`config.mk`:
```
export PLATFORM = sky130hd
export DESIGN_NAME = ines_rom_writer
export DESIGN_NICKNAME = d
export VERILOG_FILES = /design/src/rtl/ines_rom_writer.sv
export SDC_FILE = /design/constraint.sdc
export NUM_CORES = 1
export LEC_CHECK = 0
export CORE_UTILIZATION = 60
export CTS_BUF_LIST = sky130_fd_sc_hd__clkbuf_8
export DETAILED_ROUTE_END_ITERATION = 7
export GPL_ROUTABILITY_DRIVEN = 1
export PLACE_DENSITY = 0.86
export SYNTH_ARGS = -nofsm -noshare
export SYNTH_HDL_FRONTEND = slang
export SYNTH_SLANG_ARGS = --single-unit
```
`constraint.sdc`:
```
create_clock -name clk -period 8.19 [get_ports clk]
set_input_delay 1.638 -clock clk [delete_from_list [all_inputs] [get_ports clk]]
set_output_delay 1.638 -clock clk [all_outputs]
set_load 0.05 [all_outputs]
```
`src/rtl/ines_rom_writer.sv`:
```
// iNES image loader: parses the 16-byte header, skips the optional trainer and
// streams PRG/CHR bytes from a small input FIFO into a valid/ready memory port.
module ines_rom_writer #(
  parameter int unsigned       ADDR_W     = 22,
  parameter logic [ADDR_W-1:0] CHR_BASE   = 22'h200000,
  parameter int unsigned       FIFO_DEPTH = 4
) (
  input  logic              clk,
  input  logic              reset,
  input  logic              start,
  input  logic [7:0]        in_data,
  input  logic              in_valid,
  output logic [ADDR_W-1:0] mem_addr,
  output logic [7:0]        mem_din,
  output logic              mem_we,
  input  logic              mem_ready,
  output logic              loading,
  output logic              done,
  output logic [1:0]        error,
  output logic [7:0]        prg_banks,
  output logic [7:0]        chr_banks,
  output logic [7:0]        mapper,
  output logic              mirroring,
  output logic              has_battery
);

  localparam int unsigned PTR_W = $clog2(FIFO_DEPTH);
  localparam logic [ADDR_W:0] SPACE    = {1'b1, {ADDR_W{1'b0}}};
  localparam logic [ADDR_W:0] CHR_ROOM = SPACE - {1'b0, CHR_BASE};

  typedef enum logic [2:0] {
    S_IDLE, S_HDR, S_TRAIN, S_PRG, S_CHR, S_DONE, S_ERR
  } state_t;

  typedef enum logic [1:0] {
    E_NONE, E_MAGIC, E_OVF, E_SIZE
  } err_t;

  state_t            state_q, state_d;
  err_t              err_q, err_d;
  logic [ADDR_W-1:0] cnt_q, cnt_d;
  logic [PTR_W-1:0]  wr_ptr_q, wr_ptr_d;
  logic [PTR_W-1:0]  rd_ptr_q, rd_ptr_d;
  logic [PTR_W:0]    fill_q, fill_d;
  logic [7:0]        fifo_q [FIFO_DEPTH];
  logic [7:0]        prg_banks_q, prg_banks_d;
  logic [7:0]        chr_banks_q, chr_banks_d;
  logic [7:0]        mapper_q, mapper_d;
  logic              mirror_q, mirror_d;
  logic              battery_q, battery_d;
  logic              trainer_q, trainer_d;

  logic              active, wr_state, fifo_empty, fifo_full;
  logic              push, push_ok, pop, overflow, mem_we_w;
  logic [7:0]        head;
  logic [3:0]        idx;
  logic [ADDR_W:0]   prg_size, chr_size;
  logic              size_bad, last_prg, last_chr;

  function automatic logic [7:0] magic_byte(input logic [1:0] i);
    case (i)
      2'd0:    return 8'h4E;
      2'd1:    return 8'h45;
      2'd2:    return 8'h53;
      default: return 8'h1A;
    endcase
  endfunction

  assign active     = (state_q == S_HDR) || (state_q == S_TRAIN) ||
                      (state_q == S_PRG) || (state_q == S_CHR);
  assign wr_state   = (state_q == S_PRG) || (state_q == S_CHR);
  assign fifo_empty = (fill_q == '0);
  assign fifo_full  = (fill_q == (PTR_W+1)'(FIFO_DEPTH));
  assign head       = fifo_q[rd_ptr_q];
  assign idx        = cnt_q[3:0];

  // start masks the write request so an aborted load cannot complete a write
  assign mem_we_w = wr_state && !fifo_empty && !start;
  assign pop      = !start && ((((state_q == S_HDR) || (state_q == S_TRAIN)) && !fifo_empty) ||
                               (mem_we_w && mem_ready));
  assign push     = active && in_valid && !start;
  assign push_ok  = push && (!fifo_full || pop);
  assign overflow = push && fifo_full && !pop;

  // Sizes are one bit wider than the address so no comparison can wrap
  assign prg_size = (ADDR_W+1)'(prg_banks_q) << 14;
  assign chr_size = (ADDR_W+1)'(chr_banks_q) << 13;
  assign size_bad = (prg_banks_q == '0) || (prg_size > {1'b0, CHR_BASE}) ||
                    (chr_size > CHR_ROOM);
  assign last_prg = ({1'b0, cnt_q} == prg_size - (ADDR_W+1)'(1));
  assign last_chr = ({1'b0, cnt_q} == chr_size - (ADDR_W+1)'(1));

  always_comb begin
    state_d     = state_q;
    err_d       = err_q;
    cnt_d       = cnt_q;
    prg_banks_d = prg_banks_q;
    chr_banks_d = chr_banks_q;
    mapper_d    = mapper_q;
    mirror_d    = mirror_q;
    battery_d   = battery_q;
    trainer_d   = trainer_q;
    wr_ptr_d    = wr_ptr_q + PTR_W'(push_ok);
    rd_ptr_d    = rd_ptr_q + PTR_W'(pop);
    fill_d      = fill_q + (PTR_W+1)'(push_ok) - (PTR_W+1)'(pop);

    case (state_q)
      S_HDR: if (pop) begin
        cnt_d = cnt_q + ADDR_W'(1);
        case (idx)
          4'd4: prg_banks_d = head;
          4'd5: chr_banks_d = head;
          4'd6: begin
            mirror_d      = head[0];
            battery_d     = head[1];
            trainer_d     = head[2];
            mapper_d[3:0] = head[7:4];
          end
          4'd7: mapper_d[7:4] = head[7:4];
          default: ;
        endcase
        if (idx < 4'd4 && head != magic_byte(idx[1:0])) begin
          state_d = S_ERR;
          err_d   = E_MAGIC;
        end else if (idx == 4'd15) begin
          cnt_d = '0;
          if (size_bad) begin
            state_d = S_ERR;
            err_d   = E_SIZE;
          end else begin
            state_d = trainer_q ? S_TRAIN : S_PRG;
          end
        end
      end
      S_TRAIN: if (pop) begin
        if (cnt_q == ADDR_W'(511)) begin
          cnt_d   = '0;
          state_d = S_PRG;
        end else begin
          cnt_d = cnt_q + ADDR_W'(1);
        end
      end
      S_PRG: if (pop) begin
        if (last_prg) begin
          cnt_d   = '0;
          state_d = (chr_banks_q == '0) ? S_DONE : S_CHR;
        end else begin
          cnt_d = cnt_q + ADDR_W'(1);
        end
      end
      S_CHR: if (pop) begin
        if (last_chr) begin
          cnt_d   = '0;
          state_d = S_DONE;
        end else begin
          cnt_d = cnt_q + ADDR_W'(1);
        end
      end
      default: ;
    endcase

    if (overflow) begin
      state_d = S_ERR;
      err_d   = E_OVF;
    end

    if (state_d == S_ERR || state_d == S_DONE) begin
      wr_ptr_d = '0;
      rd_ptr_d = '0;
      fill_d   = '0;
    end

    if (start) begin
      state_d     = S_HDR;
      err_d       = E_NONE;
      cnt_d       = '0;
      prg_banks_d = '0;
      chr_banks_d = '0;
      mapper_d    = '0;
      mirror_d    = 1'b0;
      battery_d   = 1'b0;
      trainer_d   = 1'b0;
      wr_ptr_d    = '0;
      rd_ptr_d    = '0;
      fill_d      = '0;
    end
  end

  always_ff @(posedge clk or posedge reset) begin
    if (reset) begin
      state_q     <= S_IDLE;
      err_q       <= E_NONE;
      cnt_q       <= '0;
      wr_ptr_q    <= '0;
      rd_ptr_q    <= '0;
      fill_q      <= '0;
      prg_banks_q <= '0;
      chr_banks_q <= '0;
      mapper_q    <= '0;
      mirror_q    <= 1'b0;
      battery_q   <= 1'b0;
      trainer_q   <= 1'b0;
    end else begin
      state_q     <= state_d;
      err_q       <= err_d;
      cnt_q       <= cnt_d;
      wr_ptr_q    <= wr_ptr_d;
      rd_ptr_q    <= rd_ptr_d;
      fill_q      <= fill_d;
      prg_banks_q <= prg_banks_d;
      chr_banks_q <= chr_banks_d;
      mapper_q    <= mapper_d;
      mirror_q    <= mirror_d;
      battery_q   <= battery_d;
      trainer_q   <= trainer_d;
    end
  end

  always_ff @(posedge clk or posedge reset) begin
    if (reset) begin
      fifo_q <= '{default: '0};
    end else if (push_ok) begin
      fifo_q[wr_ptr_q] <= in_data;
    end
  end

  always_comb begin
    mem_addr = '0;
    mem_din  = '0;
    if (mem_we_w) begin
      mem_addr = (state_q == S_CHR) ? CHR_BASE + cnt_q : cnt_q;
      mem_din  = head;
    end
  end

  assign mem_we      = mem_we_w;
  assign loading     = active;
  assign done        = (state_q == S_DONE);
  assign error       = err_q;
  assign prg_banks   = prg_banks_q;
  assign chr_banks   = chr_banks_q;
  assign mapper      = mapper_q;
  assign mirroring   = mirror_q;
  assign has_battery = battery_q;

endmodule

```
==> results.yml, run 1 <==
outcome:
  status: "completed"
pwr:
  p_total_mw: 2.24
  power_density_mw_per_mm2: 332
  ir_drop_uv: 178
  p_leak_nw: 2.77
setup_path:
  cp_slowest_cell: "clkdlybuf4s50_1"
  rrSetupSlack_ns: 4.54
  worst-setup-path-type: "in -> out"
  crit_chain: "clkdlybuf4s50_1, buf_4, nor2_1, nand2_1, inv_1, and2_1, clkdlybuf4s50_1"
  cp-start-kind: "input pin"
  arrival_ns: 4.55
  required_ns: 6.55
  cp_max_fo: 36
  critical_path.max_stage_delay_ns: 0.80
  cp_common_cell: "clkdlybuf4s50_1"
  end_kind: "output port"
logic_synthesis:
  syn-mean-instance-area_um2: 9.53
  syn_area_mm2: 0.00580
  synth.most_common_cell: "dfrtp_1"
  async_flop_share: 1.00
  synthCells: 608
  ys_warn_count: 0
  synthTopCellsByArea: "dfrtp_1 (40%), mux2_2 (11%), xnor2_1 (3.9%), nor2_1 (3.9%), nand2_1 (2.8%)"
  syn_nets: 634
  synth-edff-count: 0
  ys_seq_area_frac: 0.402
  ys_ff_latch: 93
  yosys.area.top_type: "dfrtp_1"
  synth_common_cells: "dfrtp_1 (93), nor2_1 (60), mux2_2 (59)"
  synth_flop_cell: "dfrtp_1"
  ys_types: 63
  synth_top_area_share: 0.402
route:
  drt_pass1_iterations: 5
  drt_wl_total_um: 14200
  via_count: 4854
  first_iter_violations: 301
  final_antenna_net_count: 0
  via_per_inst: 6.14
  wl_per_cell_um: 18.0
  post-route-drc-count: 0
sta:
  rsz0062_at_grt: "no"
  slew_headroom: 0.226
  skew_ns: 0.0137
  hold_viol: 0
  fmax_ghz: 0.162
  fin_crit_ns: 6.19
  finalSetupViolCount: 0
  tns_ns: 0
  worst_pin_slew_ns: 1.16
  final_max_slew_viol_count: 0
  fin_crit_sh: 0.756
global_routing:
  grt_usage: 0.299
  gr-max-usage-layer: "met2"
  gr-usage-met3: 0.0313
  grt_pass1_vias: 4781
  antenna_found_initial: 0
  grt_pass1_wl_um: 23400
  grt.overflow.total: 0
  grt_use_met1: 0.386
  grt_max_degree: 94
  grt.met2_usage: 0.502
floorplanning:
  core_area_mm2: 0.00928
  std_cell_rows: 35
  die_h_um: 100
  ios: 74
  initial_core_util: 0.624
  die_w_um: 100
  die_area_mm2: 0.0101
clocking:
  htreeDepth: 3
  cts-root-buf: "clkbuf_8"
  cts_hold_buffers: 0
  cts.clk_slew.worst_paths_ns: 0.09
  clock_sinks: 93
  postCtsSetupBuffers: 0
  cts_resized: 0
  cts_tree: "built"
  cts_buffer_depth: 2
  insertion_delay_ns: 0.38
  cts_made_buffers: 9
layout:
  drive_gt1_frac: 0.148
  nNetsFinal: 683
  n_antenna_cell: 0
  area_delta_synth_final_pct: 16.4
  final_cells: 791
place:
  hpwl_um: 10200
  place_inst: 775
  port_buffers: 73
  gp_congestion: 0.904
min_path:
  holdCritPathClass: "reg -> reg"
run:
  cap_viol_max_count: 0
[worst paths after layout]
| kind | start | endpoint | cells past startpoint |
|---|---|---|---|
| worst max-delay path | start | mem_addr[14] | 7 |
| worst min-delay path | fifo_q[5] | fifo_q[5] | 1 |
| worst max register to register | cnt_q[0] | wr_ptr_q[1] | 10 |
| worst min register to register | fifo_q[5] | fifo_q[5] | 1 |
| max in group asynchronous | reset | fifo_q[23] | 3 |
| min in group asynchronous | reset | fifo_q[20] | 3 |
[area by class of cell]
type,count,area [µm²]
fill,692,2540
clock buffer,9,124
multi-input combinational,450,3210
sequential,93,2330
tap,129,161
timing repair buffer,76,753
inverter,27,103
clock inverter,7,67.6
[critical path, delay by kind of cell]
family	cells	cell delay (ns)
AND/OR/NAND/NOR	3	0.94
buffers and inverters	4	1.94
[through the flow]
stage | setup slack, ns | hold WS [ns] | utilization | area (µm²)
after CTS | 2.05 | 0.513 | 0.726 | 6740
after global routing | 1.73 | 0.524 | 0.726 | 6740
after detailed placement | 2.07 | 0.492 | 0.706 | 6550
after floorplan | 3.17 | 0.474 | - | 5800
after global placement | 2.19 | 0.484 | 0.706 | 6550
final | 2.00 | 0.510 | 0.726 | 6740
[cells in the final DEF (no fill, tap or decap), drive strengths merged, types with 4 or more instances in the layout]
master	n
dfrtp	93
clkdlybuf4s50	73
nor2	60
mux2	60
nand2	44
inv	29
nand3	27
xnor2	26
and2	22
o21ai	22
a21oi	19
nor3	14
nand2b	13
ha	12
nand4	11
xor2	11
a211oi	11
nor4	10
clkbuf	9
a31oi	9
o211ai	8
mux2i	7
nor2b	7
or3	5
clkinv	5
nor4b	4
mux4	4
or4	4
[power by group]
group	total, mW	leakage, nW	internal [mW]	switching, mW
logic	1.19	1.43	0.490	0.696
clock network	0.305	0.0989	0.118	0.187
registers	0.749	1.24	0.586	0.162
[sequential cells by signal, summed over array words and instances, names as in the netlist]
signal	cells
fill_q	3
mirroring	1
rd_ptr_q	2
mapper	8
prg_banks	8
chr_banks	8
has_battery	1
trainer_q	1
wr_ptr_q	2
state_q	3
error	2
cnt_q	22
fifo_q	32
[cell families after synthesis]
kind of cell / count (synthesis) / share of synthesized area
buf+inv: 65 / 0.0449
fa+ha+maj: 13 / 0.0294
xor+xnor: 37 / 0.0559
mux: 71 / 0.145
flops: 93 / 0.402
simple gates: 238 / 0.213
compound gates: 91 / 0.111
[layer usage]
metal	wire length, µm	share of wire
met5	0	0
met1	5910	0.42
met3	702	0.049
met2	7190	0.51
met4	407	0.029
No activity file was read; power rests on OpenSTA's default activity.
==> inputs of run 2 (changes only) <==
- CORE_UTILIZATION: 60 -> 58
- PLACE_DENSITY: 0.86 -> 0.83
- clock period: 8.19 -> 6 ns (I/O delays scaled with it)
==> results.yml, run 2 (synthesized netlist as in run 1, its figures left out) <==
sta:
  rsz0062_at_grt: "no"
  tns_ns: 0
  skew_ns: 0.0141
  setup_slack_ns: 0.902
  hold_viol: 0
  holdWs_ns: 0.516
  fin_crit_ns: 5.10
  fin_crit_sh: 0.850
  finalSetupViolCount: 0
  fmax_ghz: 0.196
  worst_pin_slew_ns: 0.809
  final_max_slew_viol_count: 0
  slew_headroom: 0.460
floorplanning:
  core_area_mm2: 0.00973
  die_h_um: 102
  std_cell_rows: 36
  die_w_um: 102
  die_area_mm2: 0.0104
  ios: 74
  initial_core_util: 0.596
place:
  hpwl_um: 10500
  place_inst: 779
  port_buffers: 73
  placed_cell_area_mm2: 0.00655
  gp_congestion: 0.868
  place_ws_ns: 0.945
setup_path:
  cp_slowest_cell: "clkdlybuf4s50_1"
  end_kind: "output port"
  crit_buf_inv: 3
  reg2reg_depth: 10
  cp_top_family: "buffers and inverters"
  cp_common_cell: "clkdlybuf4s50_1"
  cp.depth: 6
  worst-setup-path-type: "in -> out"
  critical_path.startpoint: "start"
  cp-endpoint: "mem_din[7]"
  r2r-start: "cnt_q[0]"
  r2r-end: "fill_q[2]"
  required_ns: 4.80
  cp-start-kind: "input pin"
  rrSetupSlack_ns: 2.06
  arrival_ns: 3.90
  critical_path.max_stage_delay_ns: 0.80
  cp_max_fo: 19
  crit_chain: "clkdlybuf4s50_1, nor2_1, nand2_1, inv_1, and2_1, clkdlybuf4s50_1"
pwr:
  p_leak_nw: 2.78
  intPower_mw: 1.67
  switching_share: 0.460
  switchingPower_mw: 1.43
  p_clk_frac: 0.148
  pwr-share-comb: 0.521
  p_seq_frac: 0.331
  power_density_mw_per_mm2: 458
  ir_drop_uv: 227
global_routing:
  grt_usage: 0.292
  grt.overflow.total: 0
  grt_pass1_vias: 4757
  grt_max_degree: 50
  antenna_found_initial: 0
  grt_pass1_wl_um: 23300
clocking:
  cts.clk_slew.worst_paths_ns: 0.10
  cts_resized: 0
  postCtsSetupBuffers: 0
  insertion_delay_ns: 0.38
  cts_made_buffers: 9
  cts_tree: "built"
  clock_sinks: 93
  htreeDepth: 3
  cts_hold_buffers: 0
  cts_buffer_depth: 2
  cts-root-buf: "clkbuf_8"
layout:
  final_common_cell: "dfrtp_1"
  top_regs: "fifo_q (32), cnt_q (22)"
  area_delta_synth_final_pct: 16.7
  final_cell_area_mm2: 0.00677
  most-common-layout-cells: "dfrtp_1 (93), clkdlybuf4s50_1 (71), nor2_1 (60), mux2_2 (59), nand2_1 (44)"
  final_cells: 795
  nNetsFinal: 683
  n_antenna_cell: 0
  drive_gt1_frac: 0.151
  largest_register: "fifo_q"
  largest_reg_flops: 32
route:
  drt_pass1_iterations: 4
  final_antenna_net_count: 0
  via_per_inst: 6.10
  post-route-drc-count: 0
  wl_met1_um: 5950
  highest_layer: "met4"
  via_count: 4848
  drt_wl_total_um: 14400
  first_iter_violations: 363
  wl_per_cell_um: 18.1
  dr_wl_met2_um: 7320
  wl_met3_um: 770
outcome:
  status: "completed"
run:
  cap_viol_max_count: 0
min_path:
  holdCritPathClass: "reg -> reg"
==> run 2: changes by cell type in the layout (fill, tap and decap cells not counted) <==
| cell | delta |
|---|---|
| clkdlybuf4s50_1 | -2 |
| clkinvlp_4 | +1 |
| bufinv_16 | +1 |
| clkinv_4 | -1 |
| buf_4 | +2 |
| inv_6 | -1 |
| inv_8 | +2 |
| clkinv_2 | -1 |
| clkinv_8 | -1 |
==> run 2: final cells by class <==
cell class / instances / area, µm²
multi-input combinational: 450 / 3210
fill: 748 / 2960
sequential: 93 / 2330
timing repair buffer: 76 / 748
tap: 133 / 166
clock buffer: 9 / 124
inverter: 27 / 103
clock inverter: 7 / 88.8
==> run 2: how the worst min path moves through the flow <==
| stage | startpoint | to | slack [ns] | cells after the start |
|---|---|---|---|---|
| after floorplan | fifo_q[2] | fifo_q[2] | 0.47 | 1 |
| after global placement | fifo_q[5] | fifo_q[5] | 0.48 | 1 |
| after detailed placement | mapper[0] | mapper[0] | 0.50 | 1 |
| after CTS | fifo_q[1] | fifo_q[1] | 0.52 | 1 |
| after global routing | fifo_q[15] | fifo_q[15] | 0.53 | 1 |
| final | mapper[0] | mapper[0] | 0.52 | 1 |
==> run 2: metal layers <==
metal  vias up  track usage
met1      2384        0.367
li1       2236            -
met3        36       0.0390
met5         -            0
met2       192        0.498
met4         0        0.142
==> run 2: power groups by stage <==
stage	Sequential (mW)	Clock (mW)	Combinational (mW)
after CTS	1.02	0.463	1.61
final	1.03	0.458	1.61
after floorplan	1.17	0	1.03
after global placement	1.01	0	1.54
after global routing	1.05	0.486	1.74
after detailed placement	1.03	0	1.60
==> run 2: stage by stage <==
stage               power (mW)  utilization
floorplan                 2.20            -
detailed placement        2.63        0.673
global placement          2.56        0.673
CTS                       3.09        0.695
finish                    3.10        0.695
global route              3.28        0.695
==> inputs of run 3 (changes only) <==
- CORE_UTILIZATION: 58 -> 52
- PLACE_DENSITY: 0.83 -> 0.79
- clock period: 6 -> 4.2 ns (I/O delays scaled with it)
==> results.yml, run 3 (synthesized netlist as in run 1, its figures left out) <==
outcome:
  status: "completed"
layout:
  ff_latch_area_mm2: 0.00233
  n_antenna_cell: 0
  nNetsFinal: 689
  multi_input_area_mm2: 0.00321
  top_regs: "fifo_q (32), cnt_q (22)"
  fill_cells: 828
  drive_gt1_frac: 0.202
  final_common_cell: "dfrtp_1"
  most-common-layout-cells: "dfrtp_1 (93), nor2_1 (60), mux2_2 (59), nand2_1 (44), clkdlybuf4s50_1 (42)"
  area_delta_synth_final_pct: 23.5
  largest_register: "fifo_q"
  largest_reg_flops: 32
setup_path:
  cp.depth: 10
  arrival_ns: 4.22
  required_ns: 4.49
  crit_buf_inv: 1
  cp-start-kind: "flop"
  reg2reg_depth: 10
  end_kind: "flop"
  cp_top_family: "simple AND/OR/NAND/NOR gates"
  cp_max_fo: 12
  worst-setup-path-type: "reg -> reg"
  crit_chain: "ha_1, and3_1, inv_2, nor4_1, o21ai_0, nor4_2, a31oi_1, a211oi_2, a31oi_2, a211oi_2"
  cp_common_cell: "a211oi_2"
  critical_path.max_stage_delay_ns: 0.59
  cp_slowest_cell: "nor4_1"
route:
  via_count: 4822
  first_iter_violations: 259
  drt_pass1_iterations: 5
  final_antenna_net_count: 0
  drt_wl_total_um: 14500
  post-route-drc-count: 0
  wl_per_cell_um: 17.9
  via_per_inst: 5.97
clocking:
  insertion_delay_ns: 0.37
  cts_resized: 0
  clock_sinks: 93
  cts_buffer_depth: 2
  cts-root-buf: "clkbuf_8"
  htreeDepth: 3
  cts.clk_slew.worst_paths_ns: 0.10
  cts_made_buffers: 9
  cts_tree: "built"
  cts_hold_buffers: 0
  postCtsSetupBuffers: 0
global_routing:
  grt_pass1_wl_um: 24100
  gr-usage-met3: 0.0369
  grt_max_degree: 49
  grt.met2_usage: 0.453
  grt_pass1_vias: 4825
  grt.overflow.total: 0
  antenna_found_initial: 0
  grt_use_met1: 0.351
  grt_usage: 0.271
  gr-max-usage-layer: "met2"
place:
  port_buffers: 73
  place_ws_ns: 0.364
  hpwl_um: 10600
  gp_congestion: 0.884
min_path:
  hold_depth: 1
  holdCritPathClass: "reg -> reg"
floorplanning:
  ios: 74
  die_w_um: 108
  die_area_mm2: 0.0116
  die_h_um: 108
  core_area_mm2: 0.0108
  std_cell_rows: 38
  initial_core_util: 0.535
sta:
  slew_headroom: 0.437
  finalSetupViolCount: 0
  fmax_ghz: 0.255
  fin_crit_ns: 3.93
  hold_viol: 0
  rsz0062_at_grt: "no"
  worst_pin_slew_ns: 0.841
  skew_ns: 0.00750
  holdWs_ns: 0.511
  fin_crit_sh: 0.935
  tns_ns: 0
  setup_slack_ns: 0.271
  final_max_slew_viol_count: 0
pwr:
  p_leak_nw: 2.96
  power_density_mw_per_mm2: 628
  ir_drop_uv: 317
run:
  cap_viol_max_count: 0
[run 3: cell count changes in the layout (fill, tap and decap cells not counted)]
cell             before  now
buf_12                0   32
clkinv_2              1    2
inv_6                 1    2
inv_8                 3    0
buf_4                 5    8
clkinvlp_4            1    2
clkinv_4              1    0
clkdlybuf4s50_1      71   42
bufinv_16             1    2
[run 3: worst paths after layout]
kind                       startpoint           to  slack [ns]
min in group asynchronous       reset   fifo_q[15]        0.91
max                          cnt_q[0]  rd_ptr_q[1]        0.27
max in group asynchronous       reset    cnt_q[21]        2.58
min reg2reg                 mirroring    mirroring        0.51
max reg2reg                  cnt_q[0]  rd_ptr_q[1]        0.27
min                         mirroring    mirroring        0.51
[run 3: cell type report]
| type | instances | area share |
|---|---|---|
| multi-input cells | 450 | 0.448 |
| flip-flops and latches | 93 | 0.325 |
| repair buffers | 82 | 0.157 |
| well taps | 140 | 0.0245 |
| clock buffers | 9 | 0.0173 |
| inverters | 27 | 0.0143 |
| clock inverters | 7 | 0.0136 |
[run 3: through the flow]
| step | util | instances | instance area, µm² | total power [mW] |
|---|---|---|---|---|
| 2_1_floorplan | - | 608 | 5800 | 3.14 |
| 3_3_place_gp | 0.640 | 792 | 6930 | 3.71 |
| 3_5_place_dp | 0.640 | 792 | 6930 | 3.81 |
| 4_1_cts | 0.660 | 808 | 7160 | 4.49 |
| 5_1_grt | 0.660 | 808 | 7160 | 4.77 |
| 6_report | 0.660 | 808 | 7160 | 4.49 |
[run 3: report_power, final]
part	leakage (nW)	switching (mW)	total (mW)	internal, mW
registers	1.24	0.270	1.41	1.14
clock network	0.106	0.335	0.673	0.338
logic	1.62	1.42	2.41	0.985
[run 3: metal layers]
layer	up-vias	routed length (µm)
met5	-	0
met4	0	425
met3	32	817
met2	174	7230
met1	2359	6020
li1	2257	-
[run 3: worst reg2reg max path, cell delays in order, from the launching register on]
cell and delay, ns:
dfrtp_1 0.50, ha_1 0.41, and3_1 0.32, inv_2 0.15, nor4_1 0.59, o21ai_0 0.25
nor4_2 0.54, a31oi_1 0.22, a211oi_2 0.30, a31oi_2 0.29, a211oi_2 0.28
